===== src/rtl/add_byteserial_ctrl_pkg.sv =====
// Shared definitions for the byte-serial add/subtract controller.
package add_byteserial_ctrl_pkg;

   typedef enum logic [1:0] {
      ST_IDLE = 2'd0,
      ST_RUN  = 2'd1,
      ST_DONE = 2'd2,
      ST_BAD  = 2'd3
   } state_t;

   localparam int BYTE_W = 8;

endpackage


===== src/rtl/add_byteserial_ctrl_add8.sv =====
// 8-bit ripple-carry adder slice, shared across all bytes of a wide operation.
module add8 (
   input  logic [7:0] a,
   input  logic [7:0] b,
   input  logic       ci,
   output logic [7:0] s,
   output logic       co
);

   logic [8:0] c;

   assign c[0] = ci;

   genvar gi;
   generate
      for (gi = 0; gi < 8; gi++) begin : g_fa
         assign s[gi]   = a[gi] ^ b[gi] ^ c[gi];
         assign c[gi+1] = (a[gi] & b[gi]) | (c[gi] & (a[gi] ^ b[gi]));
      end
   endgenerate

   assign co = c[8];

endmodule


===== src/rtl/add_byteserial_ctrl.sv =====
// Wide add/subtract done one byte per clock through a single add8 slice,
// least significant byte first, with a start/busy/done handshake.
module add_byteserial_ctrl
   import add_byteserial_ctrl_pkg::*;
#(
   parameter int NBYTES = 4
) (
   input  logic                       clk,
   input  logic                       rst,
   input  logic                       start,
   input  logic                       sub,
   input  logic [BYTE_W*NBYTES-1:0]   a,
   input  logic [BYTE_W*NBYTES-1:0]   b,
   input  logic                       cin,
   output logic                       busy,
   output logic                       done,
   output logic [BYTE_W*NBYTES-1:0]   z,
   output logic                       cout,
   output logic                       ovf
);

   localparam int W    = BYTE_W * NBYTES;
   localparam int IDXW = (NBYTES > 1) ? $clog2(NBYTES) : 1;

   state_t            state_reg, state_next;
   logic [IDXW-1:0]   idx_reg;
   logic [W-1:0]      a_reg, b_reg, z_reg;
   logic              carry_reg, cout_reg, ovf_reg;

   logic [7:0]        slice_a, slice_b, slice_s;
   logic              slice_co;
   logic              last_byte;

   assign slice_a   = a_reg[BYTE_W*idx_reg +: BYTE_W];
   assign slice_b   = b_reg[BYTE_W*idx_reg +: BYTE_W];
   assign last_byte = (idx_reg == IDXW'(NBYTES - 1));

   add8 u_slice (
      .a  (slice_a),
      .b  (slice_b),
      .ci (carry_reg),
      .s  (slice_s),
      .co (slice_co)
   );

   always_ff @(posedge clk) begin
      if (rst) state_reg <= ST_IDLE;
      else     state_reg <= state_next;
   end

   always_comb begin
      state_next = state_reg;
      busy       = 1'b0;
      done       = 1'b0;
      case (state_reg)
         ST_IDLE: if (start) state_next = ST_RUN;
         ST_RUN: begin
            busy = 1'b1;
            if (last_byte) state_next = ST_DONE;
         end
         ST_DONE: begin
            busy       = 1'b1;
            done       = 1'b1;
            state_next = ST_IDLE;
         end
         default: state_next = ST_IDLE;
      endcase
   end

   // Subtraction is A + ~B + ~borrow, so B is inverted once at capture time.
   always_ff @(posedge clk) begin
      if (rst) begin
         a_reg     <= '0;
         b_reg     <= '0;
         z_reg     <= '0;
         idx_reg   <= '0;
         carry_reg <= 1'b0;
         cout_reg  <= 1'b0;
         ovf_reg   <= 1'b0;
      end else begin
         case (state_reg)
            ST_IDLE: begin
               if (start) begin
                  a_reg     <= a;
                  b_reg     <= sub ? ~b : b;
                  carry_reg <= cin ^ sub;
                  idx_reg   <= '0;
                  z_reg     <= '0;
               end
            end
            ST_RUN: begin
               z_reg[BYTE_W*idx_reg +: BYTE_W] <= slice_s;
               carry_reg <= slice_co;
               idx_reg   <= idx_reg + 1'b1;
               if (last_byte) begin
                  cout_reg <= slice_co;
                  // a7^b7^s7 recovers the carry into bit 7 of the top slice.
                  ovf_reg  <= slice_a[7] ^ slice_b[7] ^ slice_s[7] ^ slice_co;
               end
            end
            default: ;
         endcase
      end
   end

   assign z    = z_reg;
   assign cout = cout_reg;
   assign ovf  = ovf_reg;

endmodule


===== config.mk =====
export PLATFORM = sky130hd
export DESIGN_NAME = add_byteserial_ctrl
export DESIGN_NICKNAME = d
export VERILOG_FILES = /design/src/rtl/add_byteserial_ctrl_pkg.sv /design/src/rtl/add_byteserial_ctrl_add8.sv /design/src/rtl/add_byteserial_ctrl.sv
export SDC_FILE = /design/constraint.sdc
export NUM_CORES = 1
export LEC_CHECK = 0
export BUFFER_PORTS_ARGS = -buffer_cell sky130_fd_sc_hd__buf_2
export CAP_MARGIN = 25
export CORE_UTILIZATION = 52
export DETAILED_ROUTE_END_ITERATION = 10
export PLACE_DENSITY = 0.83
export SLEW_MARGIN = 40
export SYNTH_ARGS = -nofsm -noshare
export SYNTH_HDL_FRONTEND = slang
export SYNTH_SLANG_ARGS = --single-unit

===== constraint.sdc =====
create_clock -name clk -period 8.2 [get_ports clk]
set_input_delay 1.64 -clock clk [delete_from_list [all_inputs] [get_ports clk]]
set_output_delay 1.64 -clock clk [all_outputs]
set_load 0.01 [all_outputs]

* After elaboration in Yosys (flattened, before gate mapping)
Index checks and enable logic that the tools add are counted.
Widths: inputs -> output; s select.
** Cells by class
- Shifts and indexed selects :: 4
- Bitwise logic cells :: 44
- Add/sub/neg operators :: 2
- Multiplexer cells :: 13
- Reduce and logical (&&, ||, !) cells :: 7
- Equality and inequality tests :: 5
** Operators with widths (number)
- $mux 32 :: 2
- $pmux 32 s2 :: 1
- $shiftx 32x6->8 :: 2
- $neg 5->34 :: 1
- $shift 8x34->32 const A :: 1
- $shiftx 8x34->32 :: 1
- $bwmux 32 :: 1
- $not 32->32 :: 1
- $xor 1x1->1 :: 19
- $and 1x1->1 :: 16
- $or 1x1->1 :: 8
- $pmux 2 s2 :: 2
- $reduce_and 2->1 :: 4
- $mux 2 :: 3
- $eq 2x2->1 const B :: 2
- $ne 2x2->1 const B :: 2
- $mux 1 :: 3
- $add 2x1->2 const B :: 1
- $eq 2x1->1 const B :: 1
- $logic_not 2->1 :: 1
- $pmux 1 s2 :: 1
- $reduce_bool 2->1 :: 1
- $reduce_or 2->1 :: 1
** Word-level totals
- Flip-flop bits (word level) :: 103
- Output and inout bits :: 36
- Logic and storage cells :: 83
- Input port bits :: 69

* Depth between registers and ports, before layout
- Word-level depth :: 20
- Depth in mapped cells :: 18
- Depth with buffers taken out :: 16

* Cells and area by module
Synthesis repeated with hierarchy kept, for this count alone.
** Second synthesis, totals
- Cells, all modules :: 494
- Area total of the unflattened synthesis :: 4688.2 um^2
** Modules (own cells, without submodules)
- add_byteserial_ctrl :: cells each 476, instances 1, seq. area each 2062.0 um^2, area each 4490.6 um^2
- add8 :: cells each 18, instances 1, seq. area each 0.0 um^2, area each 197.7 um^2

* Worst setup path before layout
Ideal clock, no wire load.
- Path type :: register to register
- From :: reg idx_reg[0]
- To :: reg ovf_reg, in the netlist ovf
- Path slack :: 3.559 ns
- Period minus slack after synthesis :: 4.641 ns
- Stages on the path, launching flop included :: 19
- Path buffers :: 2
- Library setup time :: 0.134 ns
- Arrival :: 4.507 ns
- Required time :: 8.066 ns
- Path through :: dfxtp_1 > buf_4 > buf_6 > mux4_2 > inv_1 > fa_1 > fa_1 > fa_1 > fa_1 > fa_1 > inv_1 > fa_1 > inv_1 > fa_1 > inv_1 > fa_1 > xor3_1 > nand3_1 > a21oi_1
** Between the ends
- Cells in the longest elaborated chain, start to end :: 19
- Elaborated cells between the ends (all ways) :: 39
- Those cells by class :: eq/ne (1); shift (2); bitwise (35); reduce/logical (1)
** Ends and longest elaborated chain
- start: declaration :: line add_byteserial_ctrl.sv:26 : logic [IDXW-1:0] idx_reg;
- start signal: assignment :: line add_byteserial_ctrl.sv:94 : idx_reg <= idx_reg + 1'b1;
- $shiftx 32x6->8 (on tied branches) :: line add_byteserial_ctrl.sv:34, add_byteserial_ctrl.sv:35
- $xor 1x1->1 :: line add_byteserial_ctrl_add8.sv:18 : assign c[gi+1] = (a[gi] & b[gi]) | (c[gi] & (a[gi] ^ b[gi]));
- $and 1x1->1 :: line add_byteserial_ctrl_add8.sv:18
- $or 1x1->1 :: line add_byteserial_ctrl_add8.sv:18
- $and 1x1->1 :: line add_byteserial_ctrl_add8.sv:18
- $or 1x1->1 :: line add_byteserial_ctrl_add8.sv:18
- $and 1x1->1 :: line add_byteserial_ctrl_add8.sv:18
- $or 1x1->1 :: line add_byteserial_ctrl_add8.sv:18
- [... 3 more ...]
- $or 1x1->1 :: line add_byteserial_ctrl_add8.sv:18
- $and 1x1->1 :: line add_byteserial_ctrl_add8.sv:18
- $or 1x1->1 :: line add_byteserial_ctrl_add8.sv:18
- $and 1x1->1 :: line add_byteserial_ctrl_add8.sv:18
- $or 1x1->1 :: line add_byteserial_ctrl_add8.sv:18
- $xor 1x1->1 / $and 1x1->1 (equally long branches) :: line add_byteserial_ctrl_add8.sv:17, add_byteserial_ctrl_add8.sv:18
- $xor 1x1->1 / $or 1x1->1 (equally long branches) :: line add_byteserial_ctrl.sv:98, add_byteserial_ctrl_add8.sv:18
- $xor 1x1->1 :: line add_byteserial_ctrl.sv:98 : ovf_reg <= slice_a[7] ^ slice_b[7] ^ slice_s[7] ^ slice_co;
- end signal: assignment :: line add_byteserial_ctrl.sv:98
- end: declaration :: line add_byteserial_ctrl.sv:28 : logic carry_reg, cout_reg, ovf_reg;
Parallel ways exist; a longest one is shown, timed or not.
A chain may end at the register's enable or synchronous reset.

* Worst setup path after layout
Ends and elaborated chain as after synthesis.

==> flow_summary.ini <==
[status]
run_status = completed

[global_routing]
globalRouteMet1Util_pct = 27.7
groute.layer.met3.usage_pct = 3.90
global_route.overflow_total = 0
busiest_layer_in_global_routing = met2
wire_length_of_the_first_global_routing_pass_um = 17900
grt_util_all_layers_pct = 22.3
largest_net_degree_at_the_start_of_global_routing = 112
use_met2_pct = 37.6
antenna_found_initial = 0
number_of_global_route_vias_before_repair = 3898

[drt]
finalWirelength_um = 10900
route.antenna.remaining_nets = 0
wire_per_inst_um = 14.4
drc = 0
routed-via-count = 4120
route.detailed.vias_per_inst = 5.42
drt_iter0_markers = 142
detail_route.first_pass.iterations = 4

[synth]
postSynthCellCount = 555
synth_top_cell_area_share_pct = 39.7
synthesis.yosys.warnings = 0
post_synth_main_area_contributors = sky130_fd_sc_hd__dfxtp_1, sky130_fd_sc_hd__mux4_2, sky130_fd_sc_hd__a21oi_1
synthDominantAreaCellType = sky130_fd_sc_hd__dfxtp_1
synth.lib_cells_used.distinct = 43
mappedNetlistArea_um2 = 5190
syn_nets = 640
synth.yosys.seq_area_share_pct = 39.7
synth.ff_latch_count = 103
syn_avg_cell_area_um2 = 9.36

[clock_tree]
hold_buffers = 0
cts_buffers = 9
cts_resized = 0
cts.sink_count = 103
cts_setup_buffers = 0
h-tree-depth = 3
clock_latency_at_the_later_pin_of_the_worst_skew_pair_ns = 0.37
clockBufferDepth = 2
cts_tree = built
cts.clk_slew.worst_paths_ns = 0.10
cts_root_buffer = sky130_fd_sc_hd__clkbuf_8

[finish]
fill_cells = 886
fraction_of_final_layout_cells_sized_beyond_drive_strength_1_pct = 24.2
num_antenna_cells = 0
fin_util_pct = 59.5
layout.cells.most_common = sky130_fd_sc_hd__buf_2
areaGrowthSynthToFinish_pct = 11.5
stdcell_count = 760
finish.net_count = 707
mostFrequentLayoutCells = sky130_fd_sc_hd__buf_2, sky130_fd_sc_hd__dfxtp_1, sky130_fd_sc_hd__nand2_1

[floorplan]
die_w_um = 102
floorplan.initialDensity_pct = 53.4
io-pin-count = 105
chipHeight_um = 102
num_rows = 36
die_area_um2 = 10400
core_region_area_um2 = 9730

[timing]
max_freq_ghz = 0.201
fin_clk_skew_ns = 0.0108
setup_ws_ns = 3.23
min_period_ns = 4.97
grt_setup_unrepaired = false
final-hold-violation-count = 0
maxSlewViolCount = 0
tightest_slew_ns = 0.789
timing.final.crit_share_pct = 60.6
setup_viol_count_final = 0
tns_ns = 0
worst_case_hold_slack_ns = 0.462
slew_headroom_pct = 47.4

[power]
power_density_normalized_to_cell_area_nw_per_um2 = 186
vdd.ir_drop.worst_mv = 0.104
cellLeakagePower_nw = 2.28

[setup_path]
timing_worst_setup_path_type = reg2reg
timing.critical_path.arrival_ns = 5.19
cp_max_fo = 38
worst_ep_required_time_ns = 8.42
timing.critical_path.from_type = register
setup.worst_path.end_class = register

[flow_run]
max_cap_violation_count = 0

[min_path]
worst_hold_path_type = reg2reg

[placement]
number_of_buffers_inserted_by_port_buffering = 104
routabilityCongestion = 0.814
pre_cts_slack_ns = 2.97
dp_hpwl_um = 7700
numPlacedInstances = 743
-- synthesized netlist by cell type, drive strengths merged --
master	count
ha	8
o311a	1
nand4b	8
and3	2
and2	1
mux2	1
and2b	3
nor4bb	1
mux4	16
nor3	2
dfxtp	103
nand3	9
o21ai	24
nor2	41
nand3b	1
buf	29
a32oi	1
nor2b	2
or2b	1
a21oi	62
xor2	1
nand2	69
mux2i	9
fa	8
nor3b	6
nand2b	12
a211oi	32
xor3	1
nand4	18
xnor2	32
clkbuf	21
inv	20
and3b	10
-- report_power, final --
part	leakage, nW	switching (mW)	internal, mW	total, mW
sequential	0.845	0.0207	0.530	0.550
combinational	1.34	0.120	0.0940	0.214
clock	0.100	0.180	0.130	0.310
total	2.28	0.321	0.754	1.07
-- per-stage QoR --
| step | instance area [um^2] | power, mW |
|---|---|---|
| floorplan | 5190 | 0.727 |
| CTS | 5760 | 1.08 |
| detailed placement | 5570 | 0.775 |
| global placement | 5560 | 0.765 |
| global route | 5790 | 1.13 |
| finish | 5790 | 1.07 |
-- path summary, 6_finish.rpt --
path	start	end	slack (ns)	depth (start not counted)
min reg2reg	a_reg[30]	a_reg[30]	0.46	2
max	idx_reg[0]	ovf	3.23	16
max reg2reg	idx_reg[0]	ovf	3.23	16
min	a_reg[30]	a_reg[30]	0.46	2
-- worst max-delay path, cell delays in order, from the launching register on --
cell and delay (ns):
sky130_fd_sc_hd__dfxtp_4 0.68, sky130_fd_sc_hd__mux4_2 0.31, sky130_fd_sc_hd__inv_1 0.05, sky130_fd_sc_hd__fa_1 0.40, sky130_fd_sc_hd__fa_1 0.39, sky130_fd_sc_hd__fa_1 0.41
sky130_fd_sc_hd__fa_1 0.41, sky130_fd_sc_hd__fa_1 0.38, sky130_fd_sc_hd__inv_1 0.07, sky130_fd_sc_hd__fa_1 0.16, sky130_fd_sc_hd__inv_1 0.05, sky130_fd_sc_hd__fa_1 0.35
sky130_fd_sc_hd__inv_1 0.08, sky130_fd_sc_hd__fa_1 0.51, sky130_fd_sc_hd__xor3_1 0.39, sky130_fd_sc_hd__nand3_1 0.10, sky130_fd_sc_hd__a21oi_1 0.08
-- per-layer routing --
layer,share of wire [%],vias up
met3,4.9,28
met1,42,1910
met2,50,124
met5,0,-
met4,2.8,0
li1,-,2058
-- cells by family after synthesis --
group,share of synthesized area (%)
and+or+nand+nor,18.4
AOI/OAI and AO/OA,13.8
xor gates and xnor gates,6.02
muxes,9.20
adders and majority gates,5.01
buffers and inverters,7.86
DFF,39.7
-- area by class of cell --
| class | count | area [um^2] | area share, % |
|---|---|---|---|
| Multi-Input combinational cell | 382 | 2730 | 47.2 |
| Sequential cell | 103 | 2070 | 35.7 |
| Timing Repair Buffer | 106 | 556 | 9.60 |
| Tap cell | 133 | 166 | 2.88 |
| Clock buffer | 11 | 151 | 2.62 |
| Inverter | 20 | 75.1 | 1.30 |
| Clock inverter | 5 | 40.0 | 0.692 |
No activity file was read; power rests on OpenSTA's default activity.
